File: config.mk
export PLATFORM = sky130hd
export DESIGN_NAME = ref_line_feeder_flat
export DESIGN_NICKNAME = d
export VERILOG_FILES = /design/src/rtl/ref_line_feeder_if.sv /design/src/rtl/ref_line_feeder.sv /design/src/flat_wrapper.sv
export SDC_FILE = /design/constraint.sdc
export NUM_CORES = 1
export LEC_CHECK = 0
export ABC_AREA = 1
export CAP_MARGIN = 15
export CORE_UTILIZATION = 41
export DETAILED_ROUTE_END_ITERATION = 8
export PLACE_DENSITY = 0.8
export RECOVER_POWER = 100
export SLEW_MARGIN = 20
export SYNTH_ARGS = -nofsm -noshare
export SYNTH_HDL_FRONTEND = slang
export SYNTH_SLANG_ARGS = --single-unit
File: constraint.sdc
create_clock -name clk -period 2.9 [get_ports clk]
set_input_delay 0.435 -clock clk [delete_from_list [all_inputs] [get_ports clk]]
set_output_delay 0.435 -clock clk [all_outputs]
set_load 0.02 [all_outputs]
File: src/rtl/ref_line_feeder_if.sv
// Bundles the row-memory read port, the line-register write port and the
// pass control signals of the reference line feeder.
//
// Handshake: line_write_en is the feeder's valid. A line transfers on a
// rising clk edge where line_write_en && line_ready. While line_write_en is
// high, line_out stays stable until that transfer. line_ready has no effect
// while line_write_en is low. rd_data is sampled by the feeder exactly one
// cycle after it raises rd_en.
interface ref_line_feeder_if #(
    parameter int ADDR_W = 3
);
    logic              start;
    logic              busy;
    logic              done;
    logic              rd_en;
    logic [ADDR_W-1:0] rd_addr;
    logic [63:0]       rd_data;
    logic              line_write_en;
    logic signed [71:0] line_out;
    logic              line_ready;

    // Feeder side.
    modport master (
        input  start, rd_data, line_ready,
        output busy, done, rd_en, rd_addr, line_write_en, line_out
    );

    // Memory / line-register / controller side.
    modport slave (
        output start, rd_data, line_ready,
        input  busy, done, rd_en, rd_addr, line_write_en, line_out
    );
endinterface

File: src/rtl/ref_line_feeder.sv
// Reads reference-block rows and emits padded 9-sample lines
// ({s0, s0..s7}) for the interpolation line registers, replicating the first
// and last rows for top/bottom padding.
module ref_line_feeder #(
    parameter int NUM_ROWS = 8,
    parameter int ADDR_W   = 3,
    parameter int PAD_TOP  = 1,
    parameter int PAD_BOT  = 1
) (
    input  logic              clk,
    input  logic              rst,
    ref_line_feeder_if.master bus,
    output logic [2:0]        dbg_state
);
    localparam int LINES = PAD_TOP + NUM_ROWS + PAD_BOT;
    localparam int CNT_W = $clog2(LINES + 1);

    typedef enum logic [2:0] {
        IDLE   = 3'd0,
        FETCH  = 3'd1,
        WAIT   = 3'd2,
        EMIT   = 3'd3,
        DONEST = 3'd4
    } state_t;

    state_t           state;
    state_t           state_nxt;
    logic [CNT_W-1:0] cnt;
    logic             last_line;
    logic             handshake;

    // Source row for line idx: pad lines clamp onto the edge rows and are
    // re-read from memory rather than cached.
    function automatic logic [ADDR_W-1:0] row_of(input int idx);
        int r;
        r = idx - PAD_TOP;
        if (r < 0) begin
            r = 0;
        end else if (r > NUM_ROWS - 1) begin
            r = NUM_ROWS - 1;
        end
        return ADDR_W'(r);
    endfunction

    assign last_line = (int'(cnt) == LINES - 1);
    assign handshake = (state == EMIT) && bus.line_ready;

    // State register; reset aborts any pass in flight.
    always_ff @(posedge clk or posedge rst) begin
        if (rst) begin
            state <= IDLE;
        end else begin
            state <= state_nxt;
        end
    end

    // Next-state: one fetch, one wait for memory, then hold the line until taken.
    always_comb begin
        state_nxt = state;
        case (state)
            IDLE:    if (bus.start) state_nxt = FETCH;
            FETCH:   state_nxt = WAIT;
            WAIT:    state_nxt = EMIT;
            EMIT: begin
                if (handshake) begin
                    state_nxt = last_line ? DONEST : FETCH;
                end
            end
            DONEST:  state_nxt = IDLE;
            default: state_nxt = IDLE;
        endcase
    end

    // Line counter, read address and captured line.
    always_ff @(posedge clk or posedge rst) begin
        if (rst) begin
            cnt          <= '0;
            bus.rd_addr  <= '0;
            bus.line_out <= '0;
        end else begin
            case (state)
                IDLE: begin
                    if (bus.start) begin
                        cnt         <= '0;
                        bus.rd_addr <= row_of(0);
                    end
                end
                WAIT: begin
                    // Pad sample replicates s0 bit-exactly; no arithmetic.
                    bus.line_out <= {bus.rd_data[63:56], bus.rd_data};
                end
                EMIT: begin
                    if (handshake && !last_line) begin
                        cnt         <= cnt + CNT_W'(1);
                        bus.rd_addr <= row_of(int'(cnt) + 1);
                    end
                end
                default: begin
                end
            endcase
        end
    end

    assign bus.busy          = (state != IDLE);
    assign bus.rd_en         = (state == FETCH);
    assign bus.line_write_en = (state == EMIT);
    assign bus.done          = (state == DONEST);
    assign dbg_state         = state;
endmodule

File: src/flat_wrapper.sv
// flat-port wrapper written by rule: the top's interface ports become plain ports
module ref_line_feeder_flat 
#(
    parameter int NUM_ROWS = 8,
    parameter int ADDR_W   = 3,
    parameter int PAD_TOP  = 1,
    parameter int PAD_BOT  = 1
)
  (clk, rst, dbg_state, bus_start, bus_rd_data, bus_line_ready, bus_busy, bus_done, bus_rd_en, bus_rd_addr, bus_line_write_en, bus_line_out);
  ref_line_feeder_if #(.ADDR_W(ADDR_W)) bus_i ();
  input  logic clk;
  input  logic rst;
  output logic [2:0] dbg_state;
  input wire logic [$bits(bus_i.start)-1:0] bus_start;
  input wire logic [$bits(bus_i.rd_data)-1:0] bus_rd_data;
  input wire logic [$bits(bus_i.line_ready)-1:0] bus_line_ready;
  output wire logic [$bits(bus_i.busy)-1:0] bus_busy;
  output wire logic [$bits(bus_i.done)-1:0] bus_done;
  output wire logic [$bits(bus_i.rd_en)-1:0] bus_rd_en;
  output wire logic [$bits(bus_i.rd_addr)-1:0] bus_rd_addr;
  output wire logic [$bits(bus_i.line_write_en)-1:0] bus_line_write_en;
  output wire logic [$bits(bus_i.line_out)-1:0] bus_line_out;
  assign bus_i.start = bus_start;
  assign bus_i.rd_data = bus_rd_data;
  assign bus_i.line_ready = bus_line_ready;
  assign bus_busy = bus_i.busy;
  assign bus_done = bus_i.done;
  assign bus_rd_en = bus_i.rd_en;
  assign bus_rd_addr = bus_i.rd_addr;
  assign bus_line_write_en = bus_i.line_write_en;
  assign bus_line_out = bus_i.line_out;
  ref_line_feeder #(.NUM_ROWS(NUM_ROWS), .ADDR_W(ADDR_W), .PAD_TOP(PAD_TOP), .PAD_BOT(PAD_BOT)) u_core (.clk(clk), .rst(rst), .bus(bus_i), .dbg_state(dbg_state));
endmodule
==> impl_results.md, run 1 <==
* # nets final at 440
* Detailed-route wire length at 7.13 mm
* Slew margin rel. at 32.6%
* Combinational share of power at 51.2%
* Leakage at 0.00208 uW
* Worst-path clk slew at 80 ps
* CTS H-tree depth at 3
* Final hold vios at 0
* Crit path to: bus_busy
* YS warnings at 0
* Skew final at 9.17 ps
* GP Congestion at 0.810
* Gr ovfl total at 0
* RSZ-0062 raised after global routing: no
* Crit path from: u_core.dbg_state[0]
* HP Class: reg -> reg
* Most frequent cell after synthesis: dfrtp_1
* # IOs at 150
* Crit-path max FO at 6
* Sw frac at 39.1%
* Global Route Usage Sum at 18.3%
* Psw at 2160 uW
* Top delay family on crit path: buffers and inverters
* Maximum clock rate at 425 MHz
* Max incr delay on CP at 680 ps
* Initial drt markers at 57
* Dpl hpwl at 5.34 mm
* Critical path type: reg -> out
* Ys flop type: dfrtp_1
* Pre-antenna DRT Iters at 4
* Post-Syn Instances at 221
* R2r startpoint: u_core.dbg_state[0]
* Root Buffer: clkbuf_8
* Worst VDD drop at 567 uV
* Synth area leaders: dfrtp_1 58%, mux2_4 23%, mux2_2 5.2%
* CTS Sinks at 74
* Buf/Inv on CP at 1
* Endpoint class of the critical path: output pin
* Crit-path cells: nor2_1, nand2_1, dlygate4sd3_1
* Die X at 90.6 um
* Vias in the first global route at 2219
* # setup viols final at 0
* Count of input and output buffers at 149
* DIE AREA at 8210 um^2
* Final min period at 2350 ps
* Initial core utilization at 43.4%
* Area delta synth->final at 47.7%
* Area leader, netlist: dfrtp_1
* Ys async rst share at 100%
* Die height at 90.6 um
* Hold buffer count at cts at 0
* Post-cts sizing count at 0
* Syn Nets at 291
* Post-DR vias/cell at 4.66
* Fin Hold WS at 483 ps
* Req. time, crit path at 2470 ps
* Share of layout cells above drive strength 1 at 9.07%
* Terminus of the critical flop-to-flop path: u_core.bus.line_out[67]
* Slowest stage cell, crit path: dlygate4sd3_1
* P_int at 3360 uW
* Slew Limit Fails at 0
* Worst Max-Slew Pin Slew at 1010 ps
* Setup bufs post-CTS at 0
* DR vias at 2211
* Period utilisation layout at 81.0%
* First-pass GRT wire length at 11.8 mm
* CP Depth at 3
* Maxcap violations at 0
* Layout Cells excl Fill at 474
* Fraction of power consumed by sequential logic at 33.2%
* Post-detailed-route count of antenna-violating nets at 0
* Status: finished clean
* Total CTS buffers at 9
* ANT cells at 0
* Final TNS setup at 0 ps
* Critical Path Start Type: register
* Cells on worst reg2reg path at 4
* Area fraction of the dominant cell type after synthesis at 57.5%
* Worst skew pair latency at 330 ps
* Synth top cells by count: 74 x dfrtp_1, 49 x mux2_4, 22 x nand2_1
* Clock Tree Buf Depth at 2
* Post-DR wirelength/cell at 15.0 um
* Syn_area_per_cell at 14.6 um^2
* EDFF count, synth at 0
* Mapped cell area at 3220 um^2
* Clock power frac at 15.6%
* Post-synth cell types at 20
* Seq/Total Area, Yosys at 57.5%
* Largest net degree at the start of global routing at 37
* Row count at 31
* DRC at 0
* R2R Setup Slk at 1010 ps
* Core ar. at 7410 um^2
* Pwr/cell area at 1160 nW/um^2
* Inst Count DP at 458
* CTS tree: yes
* Seq cells post-synth at 74
* Antenna violations before repair at 0
* Worst EP arrival at 1920 ps
## through the flow
stage / setup WS [ps] / cell area (um^2) / util (%) / total power (uW)
global placement: 1110 / 4750 / 64.1 / 5350
floorplan: 583 / 3220 / - / 4050
detailed placement: 1050 / 4750 / 64.1 / 5430
CTS: 719 / 4960 / 67.0 / 6320
finish: 550 / 4750 / 64.2 / 5520
global route: 424 / 4750 / 64.2 / 5840
## per-layer routing
| metal | vias to the layer above | wire (um) | global-route usage [%] |
|---|---|---|---|
| met4 | 0 | 13 | 4.03 |
| met2 | 89 | 3580 | 30.8 |
| met3 | 3 | 498 | 5.39 |
| met5 | - | 0 | 0 |
| li1 | 1038 | - | - |
| met1 | 1081 | 3040 | 23.1 |
## layout make-up
class,instances,area (um^2)
clock buffer,10,128
clock inverter,6,87.6
fill,613,2650
inverter,9,33.8
multi-input combinational,123,1000
sequential,74,1850
tap,99,124
timing repair buffer,153,1530
## cell usage in the layout, fill, tap and decap left out
master / count
nand2_4: 1
inv_6: 2
ha_1: 2
buf_4: 1
dfrtp_1: 74
nand2_1: 22
mux2_2: 15
o21ai_0: 2
nand3_1: 13
a21oi_1: 2
clkinv_2: 2
clkbuf_1: 3
buf_12: 1
nor2_1: 13
nand3_2: 1
inv_1: 9
xnor2_1: 1
mux2_1: 49
clkdlybuf4s50_1: 66
a31oi_1: 1
bufinv_16: 2
nor3_1: 1
dlygate4sd3_1: 83
clkbuf_8: 9
## worst min-delay path by stage
stage,end,start,slack (ps),depth (start not counted)
final,u_core.bus.rd_addr[2],u_core.bus.rd_addr[2],480,2
after global routing,u_core.bus.line_out[45],u_core.bus.line_out[45],510,1
after CTS,u_core.bus.line_out[65],rst,430,2
after detailed placement,u_core.bus.rd_addr[2],u_core.bus.rd_addr[2],470,2
after global placement,u_core.bus.rd_addr[1],u_core.bus.rd_addr[1],460,2
after floorplan,u_core.cnt[1],u_core.cnt[1],490,2
## power by group through the flow
stage / clock, uW / sequential (uW) / combinational (uW)
after detailed placement: 0 / 1900 / 3530
after global placement: 0 / 1870 / 3480
after CTS: 891 / 1890 / 3550
after floorplan: 0 / 2460 / 1600
after global routing: 938 / 1900 / 3000
final: 861 / 1840 / 2830
## flip-flops by register name (all words and copies together) (netlist names)
| register | count |
|---|---|
| u_core.cnt | 4 |
| u_core.bus.rd_addr | 3 |
| u_core.dbg_state | 3 |
| u_core.bus.line_out | 64 |
## logic make-up after synthesis
logic type / Yosys count / synth area share (%)
AOI/OAI and AO/OA: 5 / 0.817
xor gates and xnor gates: 1 / 0.272
adders and majority gates: 2 / 0.777
buffers and inverters: 24 / 5.17
DFF: 74 / 57.5
muxes: 64 / 28.1
and+or+nand+nor: 51 / 7.31
## worst min-delay path, cell delays in order, from the launching register on
cell	delay, ps
dfrtp_1	340
nand2_1	60
nand2_1	50
Note: power is estimated with default switching activity, not from simulation.
==> inputs of run 2 (changes only) <==
Settings changed: CORE_UTILIZATION 41 to 37, PLACE_DENSITY 0.8 to 0.76.
Clock period 2.9 ns to 2.1 ns, I/O delays scaled along.
==> run 2 against run 1 <==
Effect of this change: combinational power is 39% higher; clock skew decreased by 2.3 ps; die area is 11% higher; largest cell class unchanged; first-iteration DRC count shrank 46%; setup slack got worse by 410 ps.
==> impl_results.md, run 2 (same netlist as run 1, synthesis figures left out) <==
* Final hold vios at 0 (unchanged)
* Post-DR wirelength/cell at 14.6 um (-3.2%)
* Max reg flops at 64 (unchanged)
* Area delta synth->final at 48.4%
* Detailed-route wire length at 7.00 mm (-1.7%)
* Inst Count DP at 465 (+1.5%)
* Worst skew pair latency at 330 ps (about the same)
* DIE AREA at 9070 um^2 (+11%)
* Final min period at 1960 ps
* Count of input and output buffers at 149 (unchanged)
* Crit-path max FO at 6 (unchanged)
* Status: finished clean
* Slew Limit Fails at 0 (unchanged)
* Hold Crit Endpoint: u_core.bus.rd_addr[0]
* Worst-path clk slew at 70 ps (about the same)
* R2R Setup Slk at 270 ps (-740 ps)
* Share of layout cells above drive strength 1 at 11.7% (+2.6 points)
* Critical path type: reg -> out
* Endpoint class of the critical path: output pin
* DRC at 0 (unchanged)
* Dpl hpwl at 5.22 mm (-2.3%)
* Die X at 95.3 um (+5.1%)
* Cells on worst reg2reg path at 4 (unchanged)
* DR vias at 2229 (+0.81%)
* Vias in the first global route at 2225 (+0.27%)
* Req. time, crit path at 1780 ps (-690 ps)
* WHS Path Cells at 2 (unchanged)
* Maxcap violations at 0 (unchanged)
* Core ar. at 8300 um^2 (+12%)
* Worst VDD drop at 849 uV (+50%)
* Pwr/cell area at 1610 nW/um^2 (+39%)
* Hold Startpoint: u_core.bus.rd_addr[0]
* CTS Sinks at 74 (unchanged)
* Critical Path Start Type: register
* Clock power frac at 16.1% (+0.5 points)
* Worst EP arrival at 1640 ps (-280 ps)
* Psw at 2960 uW (+37%)
* Leakage at 0.00208 uW (about the same)
* Antenna violations before repair at 0 (unchanged)
* Worst Max-Slew Pin Slew at 1130 ps (+119 ps)
* Total CTS buffers at 9 (unchanged)
* Biggest regs: u_core.bus.line_out x64, u_core.cnt x4
* Period utilisation layout at 93.2%
* Most frequent cells in the layout: 79 x dlygate4sd3_1, 72 x dfrtp_1, 68 x clkdlybuf4s50_1, 46 x mux2_1, 22 x nand2_1
* ANT cells at 0 (unchanged)
* Initial drt markers at 31 (-46%)
* CTS tree: yes
* Initial core utilization at 38.8% (-4.7 points)
* HP Class: reg -> reg
* Global Route Usage Sum at 16.2% (-2.1 points)
* # nets final at 441 (+0.23%)
* Most common cell after layout, fill and taps aside: dlygate4sd3_1
* Maximum clock rate at 511 MHz
* Skew final at 6.82 ps (-2.35 ps)
* RSZ-0062 raised after global routing: no
* Terminus of the critical flop-to-flop path: u_core.bus.line_out[6]
* # setup viols final at 0 (unchanged)
* Post-detailed-route count of antenna-violating nets at 0 (unchanged)
* Most flops, register: u_core.bus.line_out
* Gr ovfl total at 0 (unchanged)
* Setup bufs post-CTS at 0 (unchanged)
* Die height at 95.3 um (+5.1%)
* Largest net degree at the start of global routing at 46 (+24%)
* Slew margin rel. at 24.7% (-7.9 points)
* Clock Tree Buf Depth at 2 (unchanged)
* Sw frac at 38.5% (-0.64 points)
* Final TNS setup at 0 ps (unchanged)
* GP Congestion at 0.851 (+5.0%)
* P_int at 4730 uW (+41%)
* Post-DR vias/cell at 4.63 (-0.65%)
* First-pass GRT wire length at 11.0 mm (-6.6%)
* Root Buffer: clkbuf_8
* R2r startpoint: u_core.dbg_state[2]
* Layout Cells excl Fill at 481 (+1.5%)
* Pre-antenna DRT Iters at 4 (unchanged)
* CTS H-tree depth at 3 (unchanged)
* # IOs at 150 (unchanged)
* Fraction of power consumed by sequential logic at 32.9% (-0.3 points)
* Combinational share of power at 51.0% (-0.2 points)
* Row count at 33 (+6.5%)
run 2: changes by cell type in the layout (fill, tap and decap cells not counted), sizes merged:
| cell | previous run | this run |
|---|---|---|
| clkdlybuf4s50 | 66 | 68 |
| clkbuf | 12 | 19 |
| dlygate4sd3 | 83 | 79 |
| clkinvlp | 0 | 1 |
| inv | 11 | 8 |
| buf | 2 | 0 |
run 2: metrics by stage:
| step | total power (uW) | instance area (um^2) | setup slack (ps) | utilization (%) | hold WS, ps |
|---|---|---|---|---|---|
| 4_1_cts | 8820 | 5010 | 21.3 | 60.3 | 420 |
| 3_5_place_dp | 7540 | 4780 | 413 | 57.6 | 462 |
| 6_report | 7690 | 4780 | 144 | 57.5 | 467 |
| 3_3_place_gp | 7440 | 4780 | 443 | 57.6 | 467 |
| 2_1_floorplan | 5600 | 3220 | 643 | - | 464 |
| 5_1_grt | 8170 | 4780 | 83.2 | 57.5 | 492 |
run 2: worst max-delay path, cell delays in order, from the launching register on:
cell and delay, ps:
dfrtp_2 430, nand2_1 80, nor2_2 160, clkdlybuf4s50_1 630
run 2: power groups by stage:
stage	clock network [uW]	logic, uW	registers (uW)
after floorplan	0	2200	3400
after global placement	0	4870	2570
after global routing	1330	4220	2620
after detailed placement	0	4930	2600
final	1240	3920	2530
after CTS	1280	4950	2590
run 2: area by class of cell:
cell class | count | area [um^2]
Fill cell | 744 | 3520
Sequential cell | 74 | 1850
Timing Repair Buffer | 154 | 1510
Multi-Input combinational cell | 123 | 1010
Clock buffer | 12 | 155
Tap cell | 105 | 131
Clock inverter | 4 | 73.8
Inverter | 9 | 37.5
run 2: worst max-delay path by stage:
stage	startpoint	to	slack, ps
6_report	u_core.dbg_state[0]	bus_line_write_en	140
5_1_grt	u_core.dbg_state[0]	bus_line_write_en	80
4_1_cts	u_core.dbg_state[2]	bus_done	20
3_5_place_dp	u_core.dbg_state[0]	u_core.bus.line_out[34]	410
3_3_place_gp	u_core.dbg_state[1]	bus_line_write_en	440
2_1_floorplan	u_core.dbg_state[0]	u_core.bus.rd_addr[0]	640
run 2: what timing repair did:
item | in CTS | in global routing
gates resized for setup | 0 | 4
endpoints found under the setup margin | 0 | 3
hold endpoints to repair | 0 | 0
hold buffers | 0 | 0
run 2: routing by layer:
layer	share of wire, %	GRT usage, %	up-vias
met1	41	19.7	1081
met2	49	26.7	99
met4	0.94	4.92	0
met3	9.2	5.90	7
met5	0	0	-
li1	-	-	1042
==> inputs of run 3 (changes only) <==
==> constraint.sdc (replaced) <==
create_clock -name clk -period 2.1 [get_ports clk]
set_input_delay 0.63 -clock clk [delete_from_list [all_inputs] [get_ports clk]]
set_output_delay 0.63 -clock clk [all_outputs]
set_load 0.02 [all_outputs]
==> run 3 against run 2 <==
Effect of this change: clock-buffer cell count down 2; clock power down 14%; first-iteration DRC count up 48%; critical path type unchanged; largest power group unchanged; via count down 0.27%; final area about the same; maximum frequency down 3.0%; clock skew up 6.3 ps; setup slack worse by 60 ps.
==> impl_results.md, run 3 (same netlist as run 1, synthesis figures left out) <==
* Dpl hpwl at 5.22 mm (about the same)
* DIE AREA at 9070 um^2 (unchanged)
* Total CTS buffers at 9 (unchanged)
* Fill cells at 717 (-3.6%)
* Post-DR vias/cell at 4.60 (-0.68%)
* Leakage at 0.00209 uW (+0.63%)
* Period utilisation layout at 96.0% (+2.9 points)
* Sw frac at 39.2% (+0.76 points)
* Crit-path max FO at 7 (+1)
* Die height at 95.3 um (unchanged)
* ANT cells at 0 (unchanged)
* Hold buffer count at cts at 0 (unchanged)
* Final hold vios at 0 (unchanged)
* Root Buffer: clkbuf_8
* Share of layout cells above drive strength 1 at 12.4% (+0.73 points)
* Most common cell after layout, fill and taps aside: clkdlybuf4s50_1
* Combinational share of power at 52.6% (+1.6 points)
* RSZ-0062 raised after global routing: no
* Count of input and output buffers at 149 (unchanged)
* Slew Limit Fails at 0 (unchanged)
* DR vias at 2223 (-0.27%)
* Slew margin rel. at 31.8% (+7.1 points)
* CTS Sinks at 74 (unchanged)
* Most flops, register: u_core.bus.line_out
* Maxcap violations at 0 (unchanged)
* Endpoint class of the critical path: output pin
* CTS H-tree depth at 3 (unchanged)
* HP Class: reg -> reg
* Core ar. at 8300 um^2 (unchanged)
* # nets final at 443 (+0.45%)
* Fraction of power consumed by sequential logic at 33.2% (+0.3 points)
* Buf/Inv on CP at 1 (unchanged)
* Vias in the first global route at 2204 (-0.94%)
* Multi-input gate area at 1030 um^2 (+1.4%)
* First-pass GRT wire length at 10.8 mm (-1.4%)
* Slowest stage cell, crit path: clkdlybuf4s50_1
* Area delta synth->final at 48.5% (about the same)
* Gr ovfl total at 0 (unchanged)
* Biggest regs: u_core.bus.line_out x64, u_core.cnt x4
* # setup viols final at 0 (unchanged)
* Worst Max-Slew Pin Slew at 1020 ps (-107 ps)
* Post-detailed-route count of antenna-violating nets at 0 (unchanged)
* Top delay family on crit path: buffers and inverters
* R2r startpoint: u_core.dbg_state[0]
* Pre-antenna DRT Iters at 4 (unchanged)
* Critical Path Start Type: register
* Status: finished clean
* Register area at 1860 um^2 (about the same)
* GP Congestion at 0.823 (-3.3%)
* P_int at 4620 uW (-2.4%)
* Post-DR wirelength/cell at 14.2 um (-2.6%)
* Row count at 33 (unchanged)
* Initial drt markers at 46 (+48%)
* Psw at 2980 uW (+0.77%)
* Clock Tree Buf Depth at 2 (unchanged)
* Crit path from: u_core.dbg_state[1]
* Max incr delay on CP at 620 ps (about the same)
* Worst EP arrival at 1390 ps (-250 ps)
* Worst skew pair latency at 340 ps (about the same)
* CTS tree: yes
* Detailed-route wire length at 6.85 mm (-2.2%)
* Clock power frac at 14.1% (-2.0 points)
* Worst VDD drop at 898 uV (+5.8%)
* Maximum clock rate at 496 MHz (-3.0%)
* Global Route Usage Sum at 15.9% (-0.28 points)
* Req. time, crit path at 1470 ps (-310 ps)
* Most frequent cells in the layout: 77 x clkdlybuf4s50_1, 71 x dfrtp_1, 66 x dlygate4sd3_1, 45 x mux2_1, 22 x nand2_1
* Skew final at 13.2 ps (+6.34 ps)
* Final min period at 2020 ps (+59.9 ps)
* Antenna violations before repair at 0 (unchanged)
* Critical path type: reg -> out
* Largest net degree at the start of global routing at 33 (-28%)
* Initial core utilization at 38.8% (unchanged)
* DRC at 0 (unchanged)
* Die X at 95.3 um (unchanged)
* # IOs at 150 (unchanged)
* Worst-path clk slew at 80 ps (about the same)
* Hold Startpoint: u_core.bus.rd_addr[2]
* Dpl cell area at 4820 um^2 (+0.84%)
* Final TNS setup at 0 ps (unchanged)
* Crit-path cells: clkdlybuf4s50_1
* Design area at 4780 um^2 (about the same)
* Pwr/cell area at 1590 nW/um^2 (-1.2%)
* Max reg flops at 64 (unchanged)
run 3: through the flow:
step                hold WS (ps)  cells  setup slack [ps]  utilization (%)  total power [uW]
detailed placement           464    467              87.1             58.1              7540
global placement             460    467               135             58.1              7460
floorplan                    489    221               340                -              5600
CTS                          485    483              22.3             60.3              8640
global route                 498    483              30.1             57.6              8090
finish                       477    483              83.7             57.6              7600
run 3: timing repair:
action / in CTS / in global routing
hold endpoints to repair: 0 / 0
buffers inserted: 0 / 0
resized for setup: 8 / 3
setup endpoints to repair: 7 / 2
run 3: per-layer routing:
| metal | global-route usage [%] | wire length [um] | vias up |
|---|---|---|---|
| li1 | - | - | 1044 |
| met1 | 18.7 | 2730 | 1072 |
| met2 | 26.8 | 3440 | 97 |
| met3 | 5.34 | 583 | 10 |
| met4 | 5.81 | 94 | 0 |
| met5 | 0 | 0 | - |
run 3: layout make-up:
cell class,instances,area share (%)
timing repair buffer,156,32.1
inverter,9,0.733
clock buffer,10,2.67
clock inverter,6,1.36
tap,105,2.75
sequential,74,38.8
multi-input combinational,123,21.5
run 3: power by group through the flow:
stage	clock, uW	combinational, uW	sequential, uW
final	1070	4000	2520
after detailed placement	0	4950	2600
after global routing	1180	4280	2630
after global placement	0	4910	2560
after CTS	1120	4930	2590
after floorplan	0	2200	3400
run 3: path summary, 6_finish.rpt:
path	endpoint	slack, ps	cells after the start
min	u_core.bus.rd_addr[2]	480	2
min in group asynchronous	u_core.bus.line_out[3]	880	3
max in group asynchronous	u_core.bus.line_out[47]	450	3
min reg2reg	u_core.bus.rd_addr[2]	480	2
max	dbg_state[1]	80	1
max reg2reg	u_core.bus.line_out[40]	180	4
